==> src/rtl/seg7_pkg.sv <==
// Shared constants for the multiplexed seven-segment driver.
// Segment codes are stored active-high, bit 6 = g down to bit 0 = a.
package seg7_pkg;

  localparam logic [6:0] SEG_OFF_H = 7'b0000000;

  // Index is the hex value; leftmost entry is F.
  localparam logic [15:0][6:0] SEG_TABLE_H = {
    7'b1110001, 7'b1111001, 7'b1011110, 7'b0111001,
    7'b1111100, 7'b1110111, 7'b1101111, 7'b1111111,
    7'b0000111, 7'b1111101, 7'b1101101, 7'b1100110,
    7'b1001111, 7'b1011011, 7'b0000110, 7'b0111111
  };

  function automatic logic [6:0] seg_polarity(input logic [6:0] seg_h, input bit active_low);
    return active_low ? ~seg_h : seg_h;
  endfunction

endpackage

==> src/rtl/seg7_mux_display_if.sv <==
// Datapath-side bundle of the seven-segment driver: digit data in, pin drives out.
interface seg7_mux_display_if #(
  parameter int unsigned N_DIGITS = 4
);

  logic [4*N_DIGITS-1:0] digits;
  logic [N_DIGITS-1:0]   dp_in;
  logic [N_DIGITS-1:0]   blank_in;
  logic                  load;
  logic                  lz_en;
  logic [6:0]            D;
  logic                  Dp;
  logic [N_DIGITS-1:0]   An;
  logic                  frame_done;

  modport master (
    output digits, dp_in, blank_in, load, lz_en,
    input  D, Dp, An, frame_done
  );

  modport slave (
    input  digits, dp_in, blank_in, load, lz_en,
    output D, Dp, An, frame_done
  );

endinterface

==> src/rtl/hex_to_7seg.sv <==
// Combinational hex digit to seven-segment decoder with selectable polarity.
module hex_to_7seg #(
  parameter bit SEG_ACTIVE_LOW = 1'b1
) (
  input  logic [3:0] i_hex,
  output logic [6:0] o_seg
);
  import seg7_pkg::*;

  assign o_seg = seg_polarity(SEG_TABLE_H[i_hex], SEG_ACTIVE_LOW);

endmodule

==> src/rtl/seg7_mux_display.sv <==
// Time-multiplexed N-digit seven-segment driver with frame-synchronous shadow loading,
// per-digit decimal point / blanking and optional leading-zero suppression.
module seg7_mux_display
  import seg7_pkg::*;
#(
  parameter int unsigned N_DIGITS       = 4,
  parameter int unsigned REFRESH_DIV    = 50000,
  parameter bit          SEG_ACTIVE_LOW = 1'b1,
  parameter bit          AN_ACTIVE_LOW  = 1'b1
) (
  input logic               clk,
  input logic               rst,
  seg7_mux_display_if.slave bus
);

  localparam int unsigned IDX_W   = $clog2(N_DIGITS);
  localparam int unsigned PRESC_W = $clog2(REFRESH_DIV);
  localparam logic [6:0]  SEG_OFF = seg_polarity(SEG_OFF_H, SEG_ACTIVE_LOW);
  localparam logic [N_DIGITS-1:0] AN_OFF = {N_DIGITS{AN_ACTIVE_LOW}};

  logic [PRESC_W-1:0]    r_presc;
  logic [IDX_W-1:0]      r_idx;
  logic [4*N_DIGITS-1:0] r_pend_digits, r_shd_digits;
  logic [N_DIGITS-1:0]   r_pend_dp, r_shd_dp;
  logic [N_DIGITS-1:0]   r_pend_blank, r_shd_blank;
  logic                  r_pend_valid;
  logic                  r_frame_done;
  logic [N_DIGITS-1:0]   r_an;
  logic [6:0]            r_seg;
  logic                  r_dp;

  logic                  w_tick, w_last, w_wrap;
  logic [3:0]            w_cur_hex;
  logic                  w_cur_dp, w_cur_blank, w_upper_zero, w_dark;
  logic [N_DIGITS-1:0]   w_an_h;
  logic [6:0]            w_seg;

  assign w_tick = (r_presc == PRESC_W'(REFRESH_DIV - 1));
  assign w_last = (r_idx == IDX_W'(N_DIGITS - 1));
  assign w_wrap = w_tick && w_last;

  // Current-slot selection plus "this digit and everything left of it is zero".
  always_comb begin
    w_cur_hex    = 4'h0;
    w_cur_dp     = 1'b0;
    w_cur_blank  = 1'b0;
    w_upper_zero = 1'b1;
    w_an_h       = '0;
    for (int i = 0; i < N_DIGITS; i++) begin
      if (r_idx == IDX_W'(i)) begin
        w_cur_hex   = r_shd_digits[4*i +: 4];
        w_cur_dp    = r_shd_dp[i];
        w_cur_blank = r_shd_blank[i];
        w_an_h[i]   = 1'b1;
      end
      if ((IDX_W'(i) >= r_idx) && (r_shd_digits[4*i +: 4] != 4'h0)) begin
        w_upper_zero = 1'b0;
      end
    end
  end

  // Digit 0 is never zero-suppressed so a zero value still shows "0".
  assign w_dark = w_cur_blank || (bus.lz_en && (r_idx != '0) && w_upper_zero);

  hex_to_7seg #(
    .SEG_ACTIVE_LOW(SEG_ACTIVE_LOW)
  ) u_hex_to_7seg (
    .i_hex(w_cur_hex),
    .o_seg(w_seg)
  );

  always_ff @(posedge clk) begin
    if (rst) begin
      r_presc       <= '0;
      r_idx         <= '0;
      r_pend_digits <= '0;
      r_pend_dp     <= '0;
      r_pend_blank  <= '0;
      r_pend_valid  <= 1'b0;
      r_shd_digits  <= '0;
      r_shd_dp      <= '0;
      r_shd_blank   <= '0;
      r_frame_done  <= 1'b0;
      r_an          <= AN_OFF;
      r_seg         <= SEG_OFF;
      r_dp          <= SEG_ACTIVE_LOW;
    end else begin
      r_presc <= w_tick ? '0 : r_presc + 1'b1;
      if (w_tick) begin
        r_idx <= w_last ? '0 : r_idx + 1'b1;
      end

      if (bus.load) begin
        r_pend_digits <= bus.digits;
        r_pend_dp     <= bus.dp_in;
        r_pend_blank  <= bus.blank_in;
      end

      // A load landing on the wrap cycle bypasses pending and commits directly.
      if (w_wrap) begin
        if (bus.load) begin
          r_shd_digits <= bus.digits;
          r_shd_dp     <= bus.dp_in;
          r_shd_blank  <= bus.blank_in;
        end else if (r_pend_valid) begin
          r_shd_digits <= r_pend_digits;
          r_shd_dp     <= r_pend_dp;
          r_shd_blank  <= r_pend_blank;
        end
        r_pend_valid <= 1'b0;
      end else if (bus.load) begin
        r_pend_valid <= 1'b1;
      end

      r_frame_done <= w_wrap;
      r_an         <= AN_ACTIVE_LOW ? ~w_an_h : w_an_h;
      r_seg        <= w_dark ? SEG_OFF : w_seg;
      r_dp         <= (w_cur_dp && !w_dark) ^ SEG_ACTIVE_LOW;
    end
  end

  assign bus.An         = r_an;
  assign bus.D          = r_seg;
  assign bus.Dp         = r_dp;
  assign bus.frame_done = r_frame_done;

endmodule

==> src/flat_wrapper.sv <==
// flat-port wrapper written by rule: the top's interface ports become plain ports
module seg7_mux_display_flat import seg7_pkg::*;
#(
  parameter int unsigned N_DIGITS       = 4,
  parameter int unsigned REFRESH_DIV    = 50000,
  parameter bit          SEG_ACTIVE_LOW = 1'b1,
  parameter bit          AN_ACTIVE_LOW  = 1'b1
)
  (clk, rst, bus_digits, bus_dp_in, bus_blank_in, bus_load, bus_lz_en, bus_D, bus_Dp, bus_An, bus_frame_done);
  seg7_mux_display_if #(.N_DIGITS(N_DIGITS)) bus_i ();
  input logic clk;
  input logic rst;
  input wire logic [$bits(bus_i.digits)-1:0] bus_digits;
  input wire logic [$bits(bus_i.dp_in)-1:0] bus_dp_in;
  input wire logic [$bits(bus_i.blank_in)-1:0] bus_blank_in;
  input wire logic [$bits(bus_i.load)-1:0] bus_load;
  input wire logic [$bits(bus_i.lz_en)-1:0] bus_lz_en;
  output wire logic [$bits(bus_i.D)-1:0] bus_D;
  output wire logic [$bits(bus_i.Dp)-1:0] bus_Dp;
  output wire logic [$bits(bus_i.An)-1:0] bus_An;
  output wire logic [$bits(bus_i.frame_done)-1:0] bus_frame_done;
  assign bus_i.digits = bus_digits;
  assign bus_i.dp_in = bus_dp_in;
  assign bus_i.blank_in = bus_blank_in;
  assign bus_i.load = bus_load;
  assign bus_i.lz_en = bus_lz_en;
  assign bus_D = bus_i.D;
  assign bus_Dp = bus_i.Dp;
  assign bus_An = bus_i.An;
  assign bus_frame_done = bus_i.frame_done;
  seg7_mux_display #(.N_DIGITS(N_DIGITS), .REFRESH_DIV(REFRESH_DIV), .SEG_ACTIVE_LOW(SEG_ACTIVE_LOW), .AN_ACTIVE_LOW(AN_ACTIVE_LOW)) u_core (.clk(clk), .rst(rst), .bus(bus_i));
endmodule
==> config.mk <==
export PLATFORM = sky130hd
export DESIGN_NAME = seg7_mux_display_flat
export DESIGN_NICKNAME = d
export VERILOG_FILES = /design/src/rtl/seg7_pkg.sv /design/src/rtl/seg7_mux_display_if.sv /design/src/rtl/hex_to_7seg.sv /design/src/rtl/seg7_mux_display.sv /design/src/flat_wrapper.sv
export SDC_FILE = /design/constraint.sdc
export NUM_CORES = 1
export LEC_CHECK = 0
export ABC_AREA = 1
export CAP_MARGIN = 20
export CORE_MARGIN = 3
export CORE_UTILIZATION = 55
export DETAILED_ROUTE_END_ITERATION = 8
export GPL_TIMING_DRIVEN = 0
export PLACE_DENSITY = 0.78
export SLEW_MARGIN = 20
export SYNTH_ARGS = -nofsm -noshare
export SYNTH_HDL_FRONTEND = slang
export SYNTH_HIERARCHICAL = 1
export SYNTH_SLANG_ARGS = --single-unit
==> constraint.sdc <==
create_clock -name clk -period 3.26 [get_ports clk]
set_input_delay 0.815 -clock clk [delete_from_list [all_inputs] [get_ports clk]]
set_output_delay 0.815 -clock clk [all_outputs]
set_load 0.05 [all_outputs]
==> results of run 1 <==
==> logic make-up (layout without fill, tap and decap cells) <==
kind of cell,count (synthesis),in the layout
DFF,80,80
xor gates and xnor gates,4,4
adders and majority gates,12,12
AOI/OAI and AO/OA,84,84
and+or+nand+nor,261,261
buffers and inverters,61,115
==> registers in the layout, indices dropped and copies added, names as in the netlist, 2 cells and up <==
signal / flops
u_core/r_shd_dp: 4
u_core/r_pend_digits: 16
u_core/bus.D: 7
u_core/bus.An: 4
u_core/r_pend_dp: 4
u_core/r_presc: 16
u_core/r_pend_blank: 4
u_core/r_shd_digits: 16
u_core/r_shd_blank: 4
u_core/r_idx: 2
==> report_power, final <==
part           switching (W)  internal, W
clock               0.000348     0.000353
combinational      0.0000868    0.0000588
sequential        0.00000711      0.00100
total               0.000442      0.00141
==> Yosys cell counts <==
cell type	number
sky130_fd_sc_hd__o211ai_1	1
sky130_fd_sc_hd__inv_2	6
sky130_fd_sc_hd__or2_2	1
sky130_fd_sc_hd__buf_2	10
sky130_fd_sc_hd__nand3b_1	10
sky130_fd_sc_hd__nor3_1	4
sky130_fd_sc_hd__clkbuf_1	10
sky130_fd_sc_hd__nand2_1	158
sky130_fd_sc_hd__inv_1	29
sky130_fd_sc_hd__a21oi_1	65
sky130_fd_sc_hd__nand2_2	3
sky130_fd_sc_hd__inv_6	1
sky130_fd_sc_hd__nor3_2	1
sky130_fd_sc_hd__nor3b_1	1
sky130_fd_sc_hd__or2_0	1
sky130_fd_sc_hd__dfxtp_1	80
sky130_fd_sc_hd__nor2_4	2
sky130_fd_sc_hd__buf_4	1
sky130_fd_sc_hd__buf_6	4
sky130_fd_sc_hd__a22oi_1	2
sky130_fd_sc_hd__a21oi_2	1
sky130_fd_sc_hd__ha_1	12
sky130_fd_sc_hd__nor2_1	28
sky130_fd_sc_hd__o21ai_1	3
sky130_fd_sc_hd__xor2_1	4
sky130_fd_sc_hd__nand3_1	21
sky130_fd_sc_hd__nand2_4	1
sky130_fd_sc_hd__nand3_2	2
sky130_fd_sc_hd__o21ai_0	12
sky130_fd_sc_hd__nand4_1	28
==> worst max-delay path by stage <==
stage	end	cells past startpoint	start	slack (ns)
after floorplan	u_core/bus.D[3]	13	u_core/r_idx[0]	0.97
after global placement	u_core/bus.D[3]	13	u_core/r_idx[0]	0.60
after detailed placement	u_core/bus.D[3]	13	u_core/r_idx[0]	0.54
after CTS	u_core/bus.D[3]	13	u_core/r_idx[1]	0.52
after global routing	u_core/bus.D[3]	13	u_core/r_idx[1]	0.22
final	u_core/bus.D[3]	13	u_core/r_idx[1]	0.50
==> per-stage QoR <==
stage                     std cells  power, W
after floorplan                 502   0.00111
after global placement          617   0.00117
after detailed placement        617   0.00118
after CTS                       633   0.00187
after global routing            633   0.00193
final                           633   0.00186
==> metal layers <==
layer	vias up	share of wire [%]	global-route usage, %
li1	1744	-	-
met1	1487	49	30.9
met2	91	46	36.2
met3	8	4.3	3.29
met4	0	0.79	7.53
met5	-	0	0
==> layout make-up <==
class                           count  area, um2
Fill cell                         547       2080
Multi-Input combinational cell    361       1790
Clock buffer                       11        131
Inverter                           36        140
Sequential cell                    80       1600
Timing Repair Buffer               38        380
Clock inverter                      5       57.6
Tap cell                           77       96.3
Buffer                             25        140
==> summary.md, run 1 <==
The flow ran to the end, and the final reports show no timing, DRC or antenna violations. The tools report the number of nets with antenna violations after routing as 0. Before CTS, the worst setup slack after placement is 0.536 ns. Grouping stages by cell kind, the critical path spends the most delay in buffers and inverters. Summing the areas of all fa, ha and maj instances in the mapped netlist gives 4.09% of the synthesized area.

For hold timing, the worst endpoint is u_core/r_presc[0]. Worst hold margin: 0.457 ns. A synthesized cell averages 7.32 um2.

The run gives 213 as the first-iteration detailed-routing DRC count. The HPWL after detailed placement is 5950 um. Initial antenna violation count: 0.

The critical path is of the reg -> reg type. In the post-synthesis netlist, the biggest area contributors are sky130_fd_sc_hd__dfxtp_1 44%, sky130_fd_sc_hd__nand2_1 16%, sky130_fd_sc_hd__a21oi_1 8.9%. Summing the areas of all compound-gate instances in the mapped netlist gives 11.7% of the synthesized area. Of all cell types, the one taking the most synthesized area is sky130_fd_sc_hd__dfxtp_1.

IR analysis of the VDD net gives a maximum drop of 317 uV. Entering global routing, the biggest net connects 14 pins. The congestion estimate from routability-driven global placement came to 0.866.

The tools report the element type at the critical path start as a flip-flop. For this block, the routed nets add up to 8140 um of wire. In this run the tightest slew margin relative to its limit is 53.1%.

The run gives 0.50 ns as the setup slack of the worst register-to-register path. The repair_antennas step left the layout with diodes totalling 0. The run gives 3078 as the via count of the first global-routing pass. The path class of the lowest-slack min-delay path is reg -> reg. Summing over every cut layer, the via total after detailed routing is 3330.

The required time at the endpoint of the critical path came out at 3.48 ns. Measured on the finished design, the core utilization comes to 67.6%. Summing the areas of all xor and xnor instances in the mapped netlist gives 0.953% of the synthesized area. The number of hold buffers added after CTS was 0. The share of the Yosys chip area taken by registers is 43.6%.

The final-report hold violation count is 0. Clock-pin slew was measured on the worst setup and hold paths at 0.08 ns. The first global-routing pass estimated 13800 um of wire. The clock reaches the later pin of the worst-skew pair after 0.34 ns.

Data arrives at the worst endpoint at 2.98 ns. TritonCTS built the clock tree. The top cell types in the final layout, fill and taps aside, are 158 x sky130_fd_sc_hd__nand2_1, 80 x sky130_fd_sc_hd__dfxtp_1, 65 x sky130_fd_sc_hd__a21oi_1. In this run, CTS created clock tree buffers numbering 9.

The number of stages on the worst hold path was 1; the maximum clock rate was 363 MHz. Maximum clock path buffer count: 2. By area, the combinational part of the netlist is dominated by simple AND/OR/NAND/NOR gates. Setup fix buffers added after clock tree synthesis: 0.

The highest-delay cell along the critical path is sky130_fd_sc_hd__dfxtp_1. After detailed routing, the number of remaining DRC violations is 0. The net count of the finished layout is 591, and the post-synthesis instance total is 502. The run gives 80 as the clock net sink count.

Power density of the placed cells: 427 nW/um2. The flop and latch count out of synthesis is 80. The core region is 6420 um2.

The fraction of final layout cells sized beyond drive strength 1 is 8.45%, and the via-per-instance ratio is 5.26. The tools report the synthesized net count as 542. The H-tree was split into 3 levels.

During synthesis, Yosys emitted a total of 6 warnings. The critical path goes through ha_1 > clkbuf_1 > buf_2 > a21oi_1 > a21oi_1 > inv_1 > ha_1 > inv_1 > nand2_1 > nand2_1 > nand2_1 > nand2_1 > nand3b_1. From bottom edge to top edge, the die measures 87.7 um.

Setup repair after global routing left no endpoint under its margin. The buffering stage count on the worst path with inverters included was 4. The global route total overflow came out at 0. The tools report the placement-stage cell area as 4150 um2.

Setup violations remaining at the end of the flow were counted as 0. In the global route stage, overall resource usage came out at 22.5%. The synthesized netlist occupies a cell area of 3670 um2.

The tools report the number of pins exceeding their max-slew limit in the final report as 0. The signed area change from the synthesized netlist to the final layout is 18.1%. The worst path needs 2.76 ns of the cycle, external delays included.

The worst stage delay on the critical path was 0.42 ns. Clock skew on the completed layout was measured at 0.00723 ns. STA classifies the critical path endpoint as a flip-flop. Setup slack on the critical path of the routed design comes to 0.502 ns. The share of synthesized area in the top cell type comes to 43.6%. The die width is 87.7 um, and the leakage power is 1.71 nW. In the final routed layout, each cell accounts on average for 12.9 um. The setup TNS after final layout is 0 ns. The floorplan has 29 rows. Root buffer cell: sky130_fd_sc_hd__clkbuf_8. The count of buffers added on input and output ports is 38. The most prevalent standard cell on the critical path was sky130_fd_sc_hd__nand2_1.

Max-cap violations in this run came to 0. The post-route fraction of the period consumed by the critical path was 84.6%; the simple-gate share of the synthesized area was 32.0%. The logs give 4340 um2 for the final standard cell area without fillers and 7700 um2 for the area of the die. For the effective utilization at floorplan, the log shows 57.2%.

The number of gates resized after CTS was 0. The worst register-to-register path begins at u_core/r_idx[1]. In this run the most critical hold path is launched from u_core/r_presc[0]. The worst register-to-register path has a depth of 13.

The detailed-router iteration count before antenna repair was 5. The worst-path maximum fanout came out at 10. The worst register-to-register path ends at u_core/bus.D[3].

Leading cell type in the layout, fill and taps excluded: sky130_fd_sc_hd__nand2_1. After synthesis, the share of cell area in mux cells is 0%. The synthesized netlist contains 30 unique library cells. For the pin with the worst max-slew slack, the measured transition is 0.704 ns. The number of top-level design ports came out at 41.
Note: power is estimated with default switching activity, not from simulation.
==> inputs of run 2 (changes only) <==
- CORE_UTILIZATION: 55 -> 50
- PLACE_DENSITY: 0.78 -> 0.75
- clock period: 3.26 -> 2.35 ns (I/O delays scaled with it)
==> summary.md, run 2 (synthesis gave the netlist of run 1 again) <==
Once layout is complete, the cells apart from fillers number 655. Combinational logic burns 7.3% of the power. Number of stages on the worst hold path: 1. The row count was 30.

In the global route stage, overall resource usage came out at 20.0%. TritonCTS built the clock tree. The CTS clock-pin slew for the worst setup and hold paths came out at 0.08 ns.

The logs give 0 for the final-report hold violation count and 2.57 ns for the required time at the endpoint of the critical path. Summing over every cut layer, the via total after detailed routing is 3358. The number of hold-repair buffers added at the cts stage was 0; the maximum clock rate was 453 MHz.

The share of total power in sequential cells is 51.0%. The run gives 0.000611 W as the net switching power. Die width: 91.7 um. Total CTS buffers: 9. IR analysis of the VDD net gives a maximum drop of 370 uV. The number of nets with antenna violations after routing came out at 0.

The run finished with clean final reports. For the area of the die, the log shows 8410 um2. In the final layout, the registers with the most flip-flops are u_core/r_pend_digits (16), u_core/r_presc (16), u_core/r_shd_digits (16). The HPWL after detailed placement is 6030 um. Before antenna repair, the detailed router went through 5 iterations. The proportion of total power due to net switching was 22.3%; the fill cell instance count of the final layout was 602.

In this run the clock root is driven by a sky130_fd_sc_hd__clkbuf_8. The setup TNS after final layout is 0 ns. The tools report the via count of the first global-routing pass as 3046.

Leaving out fill and tap cells, the most frequent cells in the layout are 158 x sky130_fd_sc_hd__nand2_1, 78 x sky130_fd_sc_hd__dfxtp_1, 64 x sky130_fd_sc_hd__a21oi_1. The clock arrives with 0.00899 ns of skew. The net count of the finished layout is 594, and the effective utilization at floorplan is 52.9%. The clock reaches the later pin of the worst-skew pair after 0.34 ns. The minimum clock period after layout was 2.21 ns; the initial antenna violation count was 0. Dividing total power by cell area gives a power density of 612 nW/um2. The tools report the residual DRC count as 0. The number of H-tree levels came out at 3. Leading cell type in the layout, fill and taps excluded: sky130_fd_sc_hd__nand2_1. Cells with a size suffix above 1 make up 11.3% of the layout. Counting cells, the worst reg-to-reg path comes to 14.

The run gives 0 as the number of pins exceeding their max-slew limit in the final report. The via-per-instance ratio works out to 5.13. The first global-routing pass estimated 13700 um of wire. The run gives 0.454 ns as the worst hold margin. The final-report setup violation count was 0. The area of combinational cells with multiple inputs was 1830 um2. The tools report the leakage power as 1.75 nW. Counting tap cells, the placed design contains a total of 636 instances. Summed over all layers, the global routing overflow is 0. The logs give 8170 um for the total wirelength of the detailed-routed design and 0 for the diode insertion count for antenna repair. Max-cap check violation count: 0. The worst setup path is launched from a flip-flop. Maximum clock path buffer count: 2. The number of port buffers is 38.

Relative slew slack: 64.2%. From bottom edge to top edge, the die measures 91.7 um. The final critical path takes up 94.0% of the cycle. Clock tree synthesis found a total of 80 sinks. The worst hold path belongs to the class reg -> reg. At the end of routability-driven placement, the weighted congestion stood at 0.922. 41 I/O pins were placed.

The tools report the portion of total power attributed to the clock network as 41.7%. In this run the worst path has a maximum fanout of 6. In the final layout, flip-flops and latches occupy 1600 um2. The internal power of the cells totals 0.00213 W. For the worst setup path, the data arrival time is 2.43 ns.

Compared with the post-synthesis result, the final layout area differs by 21.9%. The tools report the first-iteration detailed-routing DRC count as 284. The worst setup path is of the reg -> reg kind.

Area of the core region: 6940 um2. The slew at the pin closest to its max-slew limit was 0.536 ns. Average wire per standard cell: 12.5 um. Entering global routing, the biggest net connects 14 pins. Kind of capture point of the worst setup path: a flip-flop.
## run 2: metrics by stage
stage	setup WS (ns)	util [%]	cell area [um2]	power, W
2_1_floorplan	0.0560	-	3670	0.00154
3_3_place_gp	-0.307	60.1	4180	0.00163
3_5_place_dp	-0.376	60.1	4180	0.00163
4_1_cts	0.00256	63.7	4420	0.00276
5_1_grt	-0.00392	64.5	4480	0.00287
6_report	0.141	64.5	4480	0.00274
## run 2: repair_timing
action	CTS	global route
pin swaps	1	2
setup endpoints to repair	7	7
cloned	0	1
buffers inserted	0	4
resized for setup	6	11
## run 2: layer usage
metal	up-vias	global-route usage, %	share of wire (%)
met4	0	8.79	1.6
li1	1753	-	-
met5	-	0	0
met2	102	30.9	44
met1	1488	27.1	48
met3	15	3.77	6.1
## run 2: path summary, 6_finish.rpt
path	slack, ns	start	to
min	0.45	u_core/r_presc[0]	u_core/r_presc[0]
max reg2reg	0.14	u_core/r_idx[1]	u_core/bus.D[3]
min reg2reg	0.45	u_core/r_presc[0]	u_core/r_presc[0]
max	0.14	u_core/r_idx[1]	u_core/bus.D[3]
## run 2: area by class of cell
class                           count  area share (%)
Clock buffer                       12            3.46
Inverter                           36            3.13
Clock inverter                      4            1.70
Tap cell                           96            2.68
Sequential cell                    80            35.8
Buffer                             23            3.02
Timing Repair inverter              1           0.168
Multi-Input combinational cell    361            40.9
Timing Repair Buffer               42            9.16
## run 2: worst max-delay path: stages, from the launching register on
cell                         delay, ns
sky130_fd_sc_hd__dfxtp_2          0.35
sky130_fd_sc_hd__inv_1            0.13
sky130_fd_sc_hd__ha_4             0.20
sky130_fd_sc_hd__clkinvlp_4       0.12
sky130_fd_sc_hd__o21ai_0          0.16
sky130_fd_sc_hd__nand2_1          0.09
sky130_fd_sc_hd__a22oi_2          0.23
sky130_fd_sc_hd__inv_2            0.10
sky130_fd_sc_hd__ha_1             0.32
sky130_fd_sc_hd__inv_1            0.04
sky130_fd_sc_hd__nand2_1          0.05
sky130_fd_sc_hd__nand2_1          0.05
sky130_fd_sc_hd__nand2_1          0.05
sky130_fd_sc_hd__nand2_1          0.04
sky130_fd_sc_hd__nand3b_1         0.14
## run 2: power groups by stage
stage	combinational (W)	clock [W]	sequential (W)
finish	0.000200	0.00114	0.00140
CTS	0.000201	0.00117	0.00140
floorplan	0.0000923	0	0.00145
detailed placement	0.000200	0	0.00143
global placement	0.000197	0	0.00143
global route	0.000222	0.00124	0.00140
==> inputs of run 3 (changes only) <==
- CELL_PAD_IN_SITES_DETAIL_PLACEMENT: default -> 0
- CELL_PAD_IN_SITES_GLOBAL_PLACEMENT: default -> 1
- CORE_UTILIZATION: 50 -> 37
- PLACE_DENSITY: 0.75 -> default
- PLACE_DENSITY_LB_ADDON: default -> 0.1
==> summary.md, run 3 (synthesis gave the netlist of run 1 again) <==
In the final layout, the multi-input gates occupy 1840 um2. TritonCTS built the clock tree. By startpoint and endpoint, the worst setup path is classified as reg -> reg.

The total CTS buffers came out at 9. Summing all flip-flop and latch instances after layout gives 1600 um2. The number of nets with antenna violations after routing was 0; the via-per-instance ratio was 4.84. Leading cell type in the layout, fill and taps excluded: sky130_fd_sc_hd__nand2_1.

Of the total power, registers draw 47.6%. The number of pins exceeding their max-slew limit in the final report is 0, and the worst-path maximum fanout is 8. After floorplanning, the core was sized to cover 9460 um2. The final layout contains routed wiring with a total length of 8530 um. The number of H-tree levels was 3. The number of port buffers is 38, and the diode insertion count for antenna repair is 0.

The tools report the effective utilization at floorplan as 38.8%. The buffering stage count on the worst path with inverters included works out to 4. Entering global routing, the biggest net connects 14 pins. Of the total power, the share spent switching nets is 21.3%.

The highest-delay cell along the critical path was sky130_fd_sc_hd__dfxtp_2. The worst setup path is launched from a flip-flop. For this run the aggregate overflow at the end of global routing stands at 0. STA classifies the critical path endpoint as a flip-flop.

For the residual DRC count, the log shows 0. Final-report hold violation count: 0. The run gives 331 uV as the maximum resistive drop on vdd. The first-iteration detailed-routing DRC count came out at 130. The tree is rooted in a sky130_fd_sc_hd__clkbuf_8. The routability-driven placement congestion ratio is 0.774. The total vias in the final route came out at 3316. The maximum clock rate is 467 MHz. For this design the total switching power over the nets is 0.000625 W.

Setup violations remaining at the end of the flow were counted as 0. For this design the static power due to leakage is 1.77 nW. The largest single stage delay on the critical path is 0.40 ns.

41 I/O pins were placed. The library cells used most frequently in the layout, excluding fill and tap cells, are 158 x sky130_fd_sc_hd__nand2_1, 78 x sky130_fd_sc_hd__dfxtp_1, 64 x sky130_fd_sc_hd__a21oi_1. The largest registers in the layout are u_core/r_pend_digits (16), u_core/r_presc (16), u_core/r_shd_digits (16).

The fill cell instance count of the final layout is 995. The signal on the critical path passes through inv_1 > ha_2 > inv_2 > nand2_1 > a22oi_2 > inv_2 > ha_1 > inv_1 > nand2_1 > nand2_1 > nand2_1 > nand2_1 > nand3b_1. The number of stages on the worst hold path is 1.

The average wire per standard cell came out at 12.4 um. Fraction of final layout cells sized beyond drive strength 1: 11.3%. The run finished with clean final reports. The worst-skew pair later-pin latency is 0.35 ns, and the minimum clock period after layout is 2.14 ns. Combinational cells account for 6.8% of the total power. At the pin with the least slew margin, the transition time is 0.538 ns.

Global routing consumed, over all layers together, 15.8% of the routing resources. Setup slack on the critical path of the routed design comes to 0.207 ns. On the final layout, the worst clock skew is 0.0140 ns. The post-route fraction of the period consumed by the critical path is 91.2%.

The initial antenna violation count is 0. Relative slew slack: 64.1%. Counting buffers and inverters, the worst setup path is 13 cells deep.

The worst hold margin is 0.447 ns, and the signed area change from the synthesized netlist to the final layout is 24.0%. The run gives 2.57 ns as the required time at the endpoint of the critical path. The HPWL after detailed placement is 6410 um.

The portion of total power attributed to the clock network was 45.6%. Grouping stages by cell kind, the critical path spends the most delay in adder cells. The CTS clock-pin slew for the worst setup and hold paths is 0.08 ns. The path class of the tightest hold or removal check is reg -> reg. Via count of the first global-routing pass: 2980. Setup repair after global routing left no endpoint under its margin. For this run, the post-layout net count is 592. Internal power comes to 0.00231 W. For the max-cap check violation count, the log shows 0. Power spread over the standard cell area amounts to 644 nW/um2. The most prevalent standard cell on the critical path is sky130_fd_sc_hd__nand2_1.

The logs give 2.36 ns for the arrival time reported for the critical path endpoint and 80 for the clock net sink count. The floorplan has 35 rows. The die covers 11200 um2. For this run, the detailed router's first-pass iteration total came to 4. The depth of the worst register-to-register path was 13; the wire length of the first global-routing pass was 14400 um. The clock passes through at most 2 buffers.

OpenSTA, run right after detailed placement, puts the worst setup slack at -0.512 ns. The die is 106 um wide. The vertical extent of the die is 106 um.

For the setup TNS after final layout, the log shows 0 ns.
-- run 3: timing repair --
item                                    in CTS  in global routing
gates resized for setup                      7                 12
hold endpoints to repair                     0                  0
buffers inserted                             3                  0
endpoints found under the setup margin       7                  7
hold buffers                                 0                  0
pin swaps                                    2                  1
-- run 3: power groups by stage --
stage	clock (W)	combinational [W]	sequential, W
after CTS	0.00137	0.000202	0.00140
after floorplan	0	0.0000923	0.00145
after global routing	0.00143	0.000222	0.00140
after detailed placement	0	0.000202	0.00143
final	0.00134	0.000199	0.00140
after global placement	0	0.000199	0.00143
-- run 3: area by class of cell --
type,instances,share of cell area [%]
inverters,36,3.13
repair buffers,41,8.84
plain buffers,23,2.97
clock buffers,10,3.02
multi-input cells,361,40.5
well taps,129,3.54
clock inverters,5,2.83
flip-flops and latches,80,35.2
-- run 3: metal layers --
metal / track usage [%] / part of all wire (%) / vias up
met4: 5.74 / 1.2 / 0
met2: 24.0 / 45 / 52
met1: 22.6 / 50 / 1507
met5: 0 / 0 / -
met3: 2.57 / 3.8 / 12
li1: - / - / 1745
-- run 3: stage by stage --
step | power [W] | cells | util [%] | cell area [um2]
floorplan | 0.00154 | 502 | - | 3670
global placement | 0.00163 | 669 | 44.6 | 4220
detailed placement | 0.00163 | 669 | 44.6 | 4220
CTS | 0.00297 | 686 | 47.9 | 4530
global route | 0.00306 | 685 | 48.2 | 4560
finish | 0.00293 | 685 | 48.2 | 4560
-- run 3: worst register-to-register path, cell delays in order, from the launching register on --
cell and delay (ns):
sky130_fd_sc_hd__dfxtp_2 0.40, sky130_fd_sc_hd__inv_1 0.12, sky130_fd_sc_hd__ha_2 0.25, sky130_fd_sc_hd__inv_2 0.14, sky130_fd_sc_hd__nand2_1 0.09, sky130_fd_sc_hd__a22oi_2 0.24
sky130_fd_sc_hd__inv_2 0.10, sky130_fd_sc_hd__ha_1 0.31, sky130_fd_sc_hd__inv_1 0.04, sky130_fd_sc_hd__nand2_1 0.05, sky130_fd_sc_hd__nand2_1 0.05, sky130_fd_sc_hd__nand2_1 0.05
sky130_fd_sc_hd__nand2_1 0.04, sky130_fd_sc_hd__nand3b_1 0.14
-- run 3: final timing paths --
path | from | endpoint | slack, ns
worst min-delay path | u_core/r_presc[0] | u_core/r_presc[0] | 0.45
worst max-delay path | u_core/r_idx[0] | u_core/bus.D[3] | 0.21
worst max register to register | u_core/r_idx[0] | u_core/bus.D[3] | 0.21
worst min register to register | u_core/r_presc[0] | u_core/r_presc[0] | 0.45
